$ cat src/rtl/top_level.sv
// Hardwired pattern-search engine (program 3) with its own data memory.
// Scans a 32-byte message for a 5-bit pattern and writes three match counts back to memory.

module DataMem (
   input  logic       clk,
   input  logic       i_we,
   input  logic [7:0] i_waddr,
   input  logic [7:0] i_wdata,
   input  logic [7:0] i_raddr,
   output logic [7:0] o_rdata
);

   logic [7:0] core [0:255];

   assign o_rdata = core[i_raddr];

   // No reset on purpose: contents preloaded by the host must survive reset.
   always_ff @(posedge clk) begin
      if (i_we) begin
         core[i_waddr] <= i_wdata;
      end
   end

endmodule

module top_level #(
   parameter int MSG_BYTES = 32,
   parameter int PAT_ADDR  = 32,
   parameter int RES_ADDR  = 33
) (
   input  logic clk,
   input  logic reset,
   input  logic req,
   output logic done
);

   typedef enum logic [2:0] {
      INIT,
      SCAN,
      WR0,
      WR1,
      WR2,
      DONE
   } state_t;

   localparam logic [7:0] LAST_IDX = 8'(MSG_BYTES - 1);

   state_t     r_state;
   state_t     w_next;
   logic [4:0] r_pat;
   logic [3:0] r_prevLo;
   logic [7:0] r_idx;
   logic [7:0] r_ctb;
   logic [7:0] r_cto;
   logic [7:0] r_cts;
   logic       r_done;

   logic       w_we;
   logic [7:0] w_waddr;
   logic [7:0] w_wdata;
   logic [7:0] w_raddr;
   logic [7:0] w_rdata;
   logic [7:0] w_cross;
   logic [2:0] w_m;
   logic [2:0] w_c;
   logic [7:0] w_stringSum;

   DataMem dm1 (
      .clk     (clk),
      .i_we    (w_we),
      .i_waddr (w_waddr),
      .i_wdata (w_wdata),
      .i_raddr (w_raddr),
      .o_rdata (w_rdata)
   );

   always_ff @(posedge clk or posedge reset) begin
      if (reset) begin
         r_state <= INIT;
      end else begin
         r_state <= w_next;
      end
   end

   // Only the SCAN state reads the message; INIT reads the pattern byte, WRx write the results.
   always_comb begin
      w_next  = r_state;
      w_raddr = 8'(PAT_ADDR);
      w_we    = 1'b0;
      w_waddr = 8'(RES_ADDR);
      w_wdata = r_ctb;
      case (r_state)
         INIT: begin
            w_next = SCAN;
         end
         SCAN: begin
            w_raddr = r_idx;
            if (r_idx == LAST_IDX) begin
               w_next = WR0;
            end
         end
         WR0: begin
            w_we    = 1'b1;
            w_waddr = 8'(RES_ADDR);
            w_wdata = r_ctb;
            w_next  = WR1;
         end
         WR1: begin
            w_we    = 1'b1;
            w_waddr = 8'(RES_ADDR + 1);
            w_wdata = r_cto;
            w_next  = WR2;
         end
         WR2: begin
            w_we    = 1'b1;
            w_waddr = 8'(RES_ADDR + 2);
            w_wdata = r_cts;
            w_next  = DONE;
         end
         DONE: begin
            if (req) begin
               w_next = INIT;
            end
         end
         default: begin
            w_next = INIT;
         end
      endcase
   end

   // Cross-byte windows straddle the boundary, so only the previous byte's low nibble matters.
   assign w_cross = {r_prevLo, w_rdata[7:4]};

   always_comb begin
      w_m = 3'd0;
      w_c = 3'd0;
      for (int k = 0; k < 4; k++) begin
         if (w_rdata[k +: 5] == r_pat) begin
            w_m = w_m + 3'd1;
         end
      end
      if (r_idx != 8'd0) begin
         for (int k = 0; k < 4; k++) begin
            if (w_cross[k +: 5] == r_pat) begin
               w_c = w_c + 3'd1;
            end
         end
      end
   end

   assign w_stringSum = {5'd0, w_m} + {5'd0, w_c};

   always_ff @(posedge clk or posedge reset) begin
      if (reset) begin
         r_pat    <= 5'd0;
         r_prevLo <= 4'd0;
         r_idx    <= 8'd0;
         r_ctb    <= 8'd0;
         r_cto    <= 8'd0;
         r_cts    <= 8'd0;
         r_done   <= 1'b0;
      end else begin
         case (r_state)
            INIT: begin
               r_pat    <= w_rdata[7:3];
               r_prevLo <= 4'd0;
               r_idx    <= 8'd0;
               r_ctb    <= 8'd0;
               r_cto    <= 8'd0;
               r_cts    <= 8'd0;
               r_done   <= 1'b0;
            end
            SCAN: begin
               r_prevLo <= w_rdata[3:0];
               r_idx    <= r_idx + 8'd1;
               r_ctb    <= r_ctb + {5'd0, w_m};
               r_cto    <= r_cto + {7'd0, (w_m != 3'd0)};
               r_cts    <= r_cts + w_stringSum;
            end
            DONE: begin
               r_done <= ~req;
            end
            default: begin
               r_done <= 1'b0;
            end
         endcase
      end
   end

   assign done = r_done;

endmodule

$ cat config.mk
export PLATFORM = sky130hd
export DESIGN_NAME = top_level
export DESIGN_NICKNAME = d
export VERILOG_FILES = /design/src/rtl/top_level.sv
export SDC_FILE = /design/constraint.sdc
export NUM_CORES = 1
export LEC_CHECK = 0
export ABC_AREA = 0
export CORE_MARGIN = 8
export CORE_UTILIZATION = 40
export CTS_BUF_LIST = sky130_fd_sc_hd__clkbuf_8
export DETAILED_ROUTE_END_ITERATION = 8
export PLACE_DENSITY = 0.55
export SLEW_MARGIN = 5
export SYNTH_ARGS = -nofsm -noshare
export SYNTH_HDL_FRONTEND = slang
export SYNTH_HIERARCHICAL = 1
export SYNTH_SLANG_ARGS = --single-unit
$ cat constraint.sdc
create_clock -name clk -period 4.6 [get_ports clk]
set_input_delay 0.46 -clock clk [delete_from_list [all_inputs] [get_ports clk]]
set_output_delay 0.46 -clock clk [all_outputs]
set_load 0.02 [all_outputs]
==> impl_results.md, run 1 <==
* Status: finished clean
* Reg2reg path depth at 3
* Post-synthesis sequential area ratio at slightly below 50%
* Final-layout fill cell count at between 100 and 150
* Total gr overflow at 0
* Fmax at roughly 0.6 GHz
* Synth warn at 6
* Worst setup endpoint: r_idx[5]
* Crit path capture type: flip-flop
* Post-layout minimum cycle time at ~1.7 ns
* Total global-route track usage at 8.40%
* Post-cts sizing count at 0
* Syn_nets at between 70 and 80
* Vias in the first global route at ~480
* Pin count of the biggest net entering global routing at 16
* Fraction of layout instances using a drive strength above 1 at 8.33%
* Vias at slightly above 500
* MaxCap Viol Count at 0
* Area grow syn2layout at 15.5%
* Leading post-synthesis cells by cell area: dfrtp_1 48%, nand2_1 6.7%, o21ai_0 5.6%, nor3b_1 3.6%, a21oi_1 3.2%
* Arr. time, crit path at approximately 1.9 ns
* Setup slack at placement at ~3.0 ns
* Reg2reg end: r_idx[5]
* Number of port buffers at 3
* RSZ-0062 raised after global routing: no
* TritonCTS Sinks at 12
* Final ANT Viol Nets at 0
* Final Hold Fails at 0
* Area of the core at 0.00149 sq mm
* TNS Setup at 0 ns
* Clock buffer depth at 2
* Pwr/cell area at 565 mW/mm^2
* Die width at 55.4 um
* First-pass GRT wire length at between 2000 and 2500 um
* Initial Util at between 40% and 50%
* Worst hold-check path type: flip-flop to flip-flop
* Rel. slew slack at 68.6%
* Tightest Pin Transition at between 0.4 and 0.5 ns
* Final setup viols at 0
* N_diodes at 0
* Die area at slightly above 0.003 sq mm
* Vias per cell at just under 6
* Critical path startpoint category: flip-flop
* HPWL after detailed placement at 834 um
* Post-detailed-routing wire length at 1150 um
* I/O Pins at 4
* Max-slew violations at 0
* CTS tree: done
* CP Launch Point: r_state[0]
* Post-synth top area share at 48.4%
* Num CTS Buffers at 3
* Most frequent cells in the layout: 12 x dfrtp_1, 11 x nand2_1, 7 x o21ai_0
* Peak supply drop at approximately 0.28 mV
* DP Area at ~660 sq um
* Die height at ~55 um
* Worst r2r src: r_state[0]
* R2R setup slack at roughly 2.9 ns
* Post-route cell area at just over 700 sq um
* Final #Nets at 77
* Area leader, netlist: dfrtp_1
* Gate Count Post-Synth at between 60 and 70
* DRC errors left at 0
* Placed cell count at 84
* CP Data Required Time at ~4.8 ns
* RePlAce Congestion at 0.716
* Iter 0 DRT Violations at 5
* WS Path Type: flip-flop to flip-flop
* Leakage at around 0.31 nW
* Std cell rows at 14
* Commonest non-fill, non-tap cell in the layout: dfrtp_1
* Unique masters post-synth at 25
* Clk slew on worst S/H paths at around 0.050 ns
* Post-CTS Setup Inserts at 0
* Final worst path period share at a little over a third
* Hold_buf cts at 0
* Final Core Density at about 48%
* Syn Area/Cell at 9.26 sq um
* Worst-Skew Late Latency at approximately 0.24 ns
* Drt pass-1 iters at 4
* Skew final at 0.000990 ns
* Non-Filler Instances at roughly 90
* Root Buffer Master: clkbuf_8
* Synthesis-stage register bit count at 12
* CTS HTree Levels at 1
* Post-Syn Area at 621 sq um
* Worst Path Max Fanout at 15
* Initial antenna violation count at 0
* Final Worst Setup Slack at 2.93 ns
* Routed len/inst at 13.0 um
layer usage:
layer	track usage (%)	wire length [um]	vias to the layer above
li1	-	-	257
met1	10.5	605	244
met2	12.0	489	6
met3	4.79	49	0
met4	2.11	0	0
met5	0	0	-
worst min path at each step:
| stage | startpoint | end | depth (start not counted) | slack, ns |
|---|---|---|---|---|
| floorplan | reset | done | 1 | 0.32 |
| global placement | r_idx[6] | r_idx[6] | 1 | 0.51 |
| detailed placement | r_idx[6] | r_idx[6] | 1 | 0.51 |
| CTS | r_idx[6] | r_idx[6] | 1 | 0.52 |
| global route | r_idx[6] | r_idx[6] | 1 | 0.54 |
| finish | r_idx[6] | r_idx[6] | 1 | 0.52 |
area by class of cell:
class                      count  area (sq um)  area share, %
clock buffer                   4          55.1           7.68
tap                           16          20.0           2.79
sequential                    12           300           41.9
timing repair buffer           3          30.0           4.19
inverter                       4          15.0           2.09
multi-input combinational     49           297           41.4
worst max-delay path, stage by stage (launching register included):
cell	delay, ns
dfrtp_1	0.59
or3b_1	0.42
or4_1	0.51
nand3_1	0.09
registers in the layout (all words and copies together), names as in the netlist:
register	count
done	1
r_idx	8
r_state	3
where the power goes:
| group | total [W] | switching (W) | leakage, nW | internal [W] |
|---|---|---|---|---|
| sequential | 0.000183 | 0.0000438 | 0.152 | 0.000140 |
| combinational | 0.000108 | 0.0000559 | 0.133 | 0.0000521 |
| clock | 0.000114 | 0.0000380 | 0.0288 | 0.0000755 |
| total | 0.000405 | 0.000138 | 0.313 | 0.000267 |
Yosys cell counts:
cell type / number
dfrtp_1: 12
a21oi_1: 4
buf_2: 1
or2_1: 1
inv_1: 4
nand3_1: 4
o21ai_0: 7
nand4_1: 2
a21o_1: 1
nor2b_1: 2
or3b_1: 2
ha_1: 1
nand2_1: 11
o311ai_2: 1
o22ai_1: 1
nor4_1: 1
o221ai_1: 1
clkbuf_1: 1
or4_1: 1
or3_1: 1
a31oi_1: 1
or3b_2: 1
nor3b_1: 3
o31ai_1: 1
o211ai_1: 2
cells by family (layout without fill, tap and decap cells):
kind of cell               Yosys count  count (layout)  share of synthesized area, %
AOI/OAI and AO/OA                   19              19                          19.8
DFF                                 12              12                          48.4
and+or+nand+nor                     29              29                          26.0
adders and majority gates            1               1                          2.02
buffers and inverters                6              11                          3.83
through the flow:
stage          power, W  hold slack [ns]
6_report       0.000405            0.517
2_1_floorplan  0.000263            0.325
3_5_place_dp   0.000295            0.507
3_3_place_gp   0.000294            0.512
5_1_grt        0.000439            0.539
4_1_cts        0.000411            0.518
No activity file was read; power rests on OpenSTA's default activity.
==> run 2, diff against run 1 <==
Clock period 4.6 ns to 1.6 ns, I/O delays scaled along.
==> run 2 against run 1 <==
- clock power grew to 2.9 times the previous value
- worst setup slack lost 2.8 ns
- global-route usage shrank 0.41 points
- final cell count grew 6.8%
- fmax grew 14%
- die area is the same
- first-iteration DRC count grew to 3.2 times the previous value
- non-clock buffer count grew 6
- sequential cell count is the same
- clock-buffer cell count is the same
- via count grew 2.0%
- critical path depth is the same
- largest cell class unchanged
- largest power group unchanged
==> impl_results.md, run 2 (synthesis results as in run 1) <==
* TritonCTS Sinks at 12 (unchanged)
* TNS Setup at 0 ns (unchanged)
* Final Core Density at 51.2% (was 48.2%)
* Worst-Skew Late Latency at 0.23 ns (was 0.24 ns)
* CP Data Required Time at 1.77 ns (was 4.78 ns)
* Worst r2r src: r_state[2] (was r_state[0])
* Peak supply drop at 0.929 mV (was 0.275 mV)
* Clock buffer depth at 2 (unchanged)
* Post-CTS Setup Inserts at 0 (unchanged)
* Final worst path period share at 91.7% (was 36.3%)
* Fmax at 0.681 GHz (was 0.598 GHz)
* Total gr overflow at 0 (unchanged)
* Critical path startpoint category: flip-flop (unchanged)
* Commonest non-fill, non-tap cell in the layout: dfrtp_1 (unchanged)
* Number of port buffers at 3 (unchanged)
* Vias in the first global route at 488 (was 481)
* Skew final at 0.00238 ns (was 0.000990 ns)
* Routed len/inst at 13.2 um (was 13.0 um)
* Worst Path Max Fanout at 4 (was 15)
* MaxCap Viol Count at 0 (unchanged)
* CP cell instances: or3b_1, or4_1, nand3_1 (unchanged)
* Pin count of the biggest net entering global routing at 15 (was 16)
* Area grow syn2layout at 22.8% (was 15.5%)
* Arr. time, crit path at 1.64 ns (was 1.85 ns)
* HPWL after detailed placement at 923 um (was 834 um)
* Clk slew on worst S/H paths at 0.05 ns (about the same)
* DRC errors left at 0 (unchanged)
* CTS tree: done (unchanged)
* Fraction of layout instances using a drive strength above 1 at 15.4% (was 8.33%)
* Rel. slew slack at 68.6% (about the same)
* N_diodes at 0 (unchanged)
* CTS HTree Levels at 1 (unchanged)
* Total global-route track usage at 7.99% (was 8.40%)
* RePlAce Congestion at 0.775 (was 0.716)
* Tightest Pin Transition at 0.470 ns (about the same)
* Area of the core at 0.00149 sq mm (unchanged)
* Worst hold-check path type: input pin to async pin (was flip-flop to flip-flop)
* CP peak stage delay at 0.51 ns (was 0.59 ns)
* Final Hold Fails at 0 (unchanged)
* Reg2reg path depth at 3 (unchanged)
* I/O Pins at 4 (unchanged)
* Non-Filler Instances at 94 (was 88)
* Status: finished clean (unchanged)
* Largest Register: r_idx (unchanged)
* Leakage at 0.343 nW (was 0.313 nW)
* Crit path capture type: flip-flop (unchanged)
* RSZ-0062 raised after global routing: no (unchanged)
* Final #Nets at 83 (was 77)
* Reg2reg end: r_idx[5] (unchanged)
* WS Path Type: flip-flop to flip-flop (unchanged)
* R2R setup slack at 0.13 ns (was 2.93 ns)
* Vias per cell at 5.50 (was 5.76)
* Largest register FFs at 8 (unchanged)
* Pwr/cell area at 1600 mW/mm^2 (was 565 mW/mm^2)
* Hold_buf cts at 0 (unchanged)
* Die area at 0.00307 sq mm (unchanged)
* Placed cell count at 90 (was 84)
* Initial Util at 41.7% (unchanged)
* Iter 0 DRT Violations at 16 (was 5)
* Post-layout minimum cycle time at 1.47 ns (was 1.67 ns)
* Initial antenna violation count at 0 (unchanged)
* Slowest-stage cell, CP: or4_1 (was dfrtp_1)
* Post-detailed-routing wire length at 1240 um (was 1150 um)
* First-pass GRT wire length at 2160 um (was 2150 um)
* Most frequent cells in the layout: 12 x dfrtp_1, 11 x nand2_1, 7 x o21ai_0, 6 x buf_4 (was 12 x dfrtp_1, 11 x nand2_1, 7 x o21ai_0)
* Final setup viols at 0 (unchanged)
* Die width at 55.4 um (unchanged)
* Post-cts sizing count at 0 (unchanged)
* Die height at 55.4 um (unchanged)
* Std cell rows at 14 (unchanged)
* Num CTS Buffers at 3 (unchanged)
* Drt pass-1 iters at 4 (unchanged)
* Min Hold Slack at 0.235 ns (was 0.517 ns)
* Vias at 517 (was 507)
* Max-slew violations at 0 (unchanged)
* Final ANT Viol Nets at 0 (unchanged)
* Root Buffer Master: clkbuf_8 (unchanged)
[run 2: power by group]
group	switching (W)	total (W)	leakage (nW)	internal [W]
logic	0.000201	0.000392	0.162	0.000191
registers	0.000103	0.000504	0.152	0.000401
clock network	0.000109	0.000326	0.0288	0.000217
total	0.000412	0.00122	0.343	0.000809
[run 2: layout make-up]
cell class	instances	area [sq um]
multi-input combinational	49	297
timing repair buffer	9	75.1
tap	16	20.0
sequential	12	300
fill	138	727
clock buffer	4	55.1
inverter	4	15.0
[run 2: per-stage QoR]
step / area, sq um / power [W] / worst slack (ns)
after global placement: 707 / 0.000890 / 0.167
after global routing: 762 / 0.00131 / 0.0466
after floorplan: 621 / 0.000758 / 0.146
final: 762 / 0.00122 / 0.132
after CTS: 762 / 0.00123 / 0.131
after detailed placement: 707 / 0.000901 / 0.143
[run 2: worst max-delay path by stage]
stage                    start    endpoint  slack [ns]  cells after the start
floorplan           r_state[2]    r_idx[5]        0.15                      3
global placement    r_state[2]    r_idx[5]        0.17                      3
detailed placement  r_state[2]    r_idx[5]        0.14                      3
CTS                 r_state[2]    r_idx[5]        0.13                      3
global route          r_idx[1]  r_state[0]        0.05                      4
finish              r_state[2]    r_idx[5]        0.13                      3
[run 2: per-layer routing]
metal	global-route usage, %	vias up	wire length (um)
met3	2.05	0	25
met4	2.11	0	0
met1	11.5	244	670
li1	-	269	-
met5	0	-	0
met2	11.2	4	543
[run 2: worst max-delay path: cells and delay by family (launching register included)]
family / cells / cell delay, ns
and+or+nand+nor: 3 / 1.01
DFF: 1 / 0.40
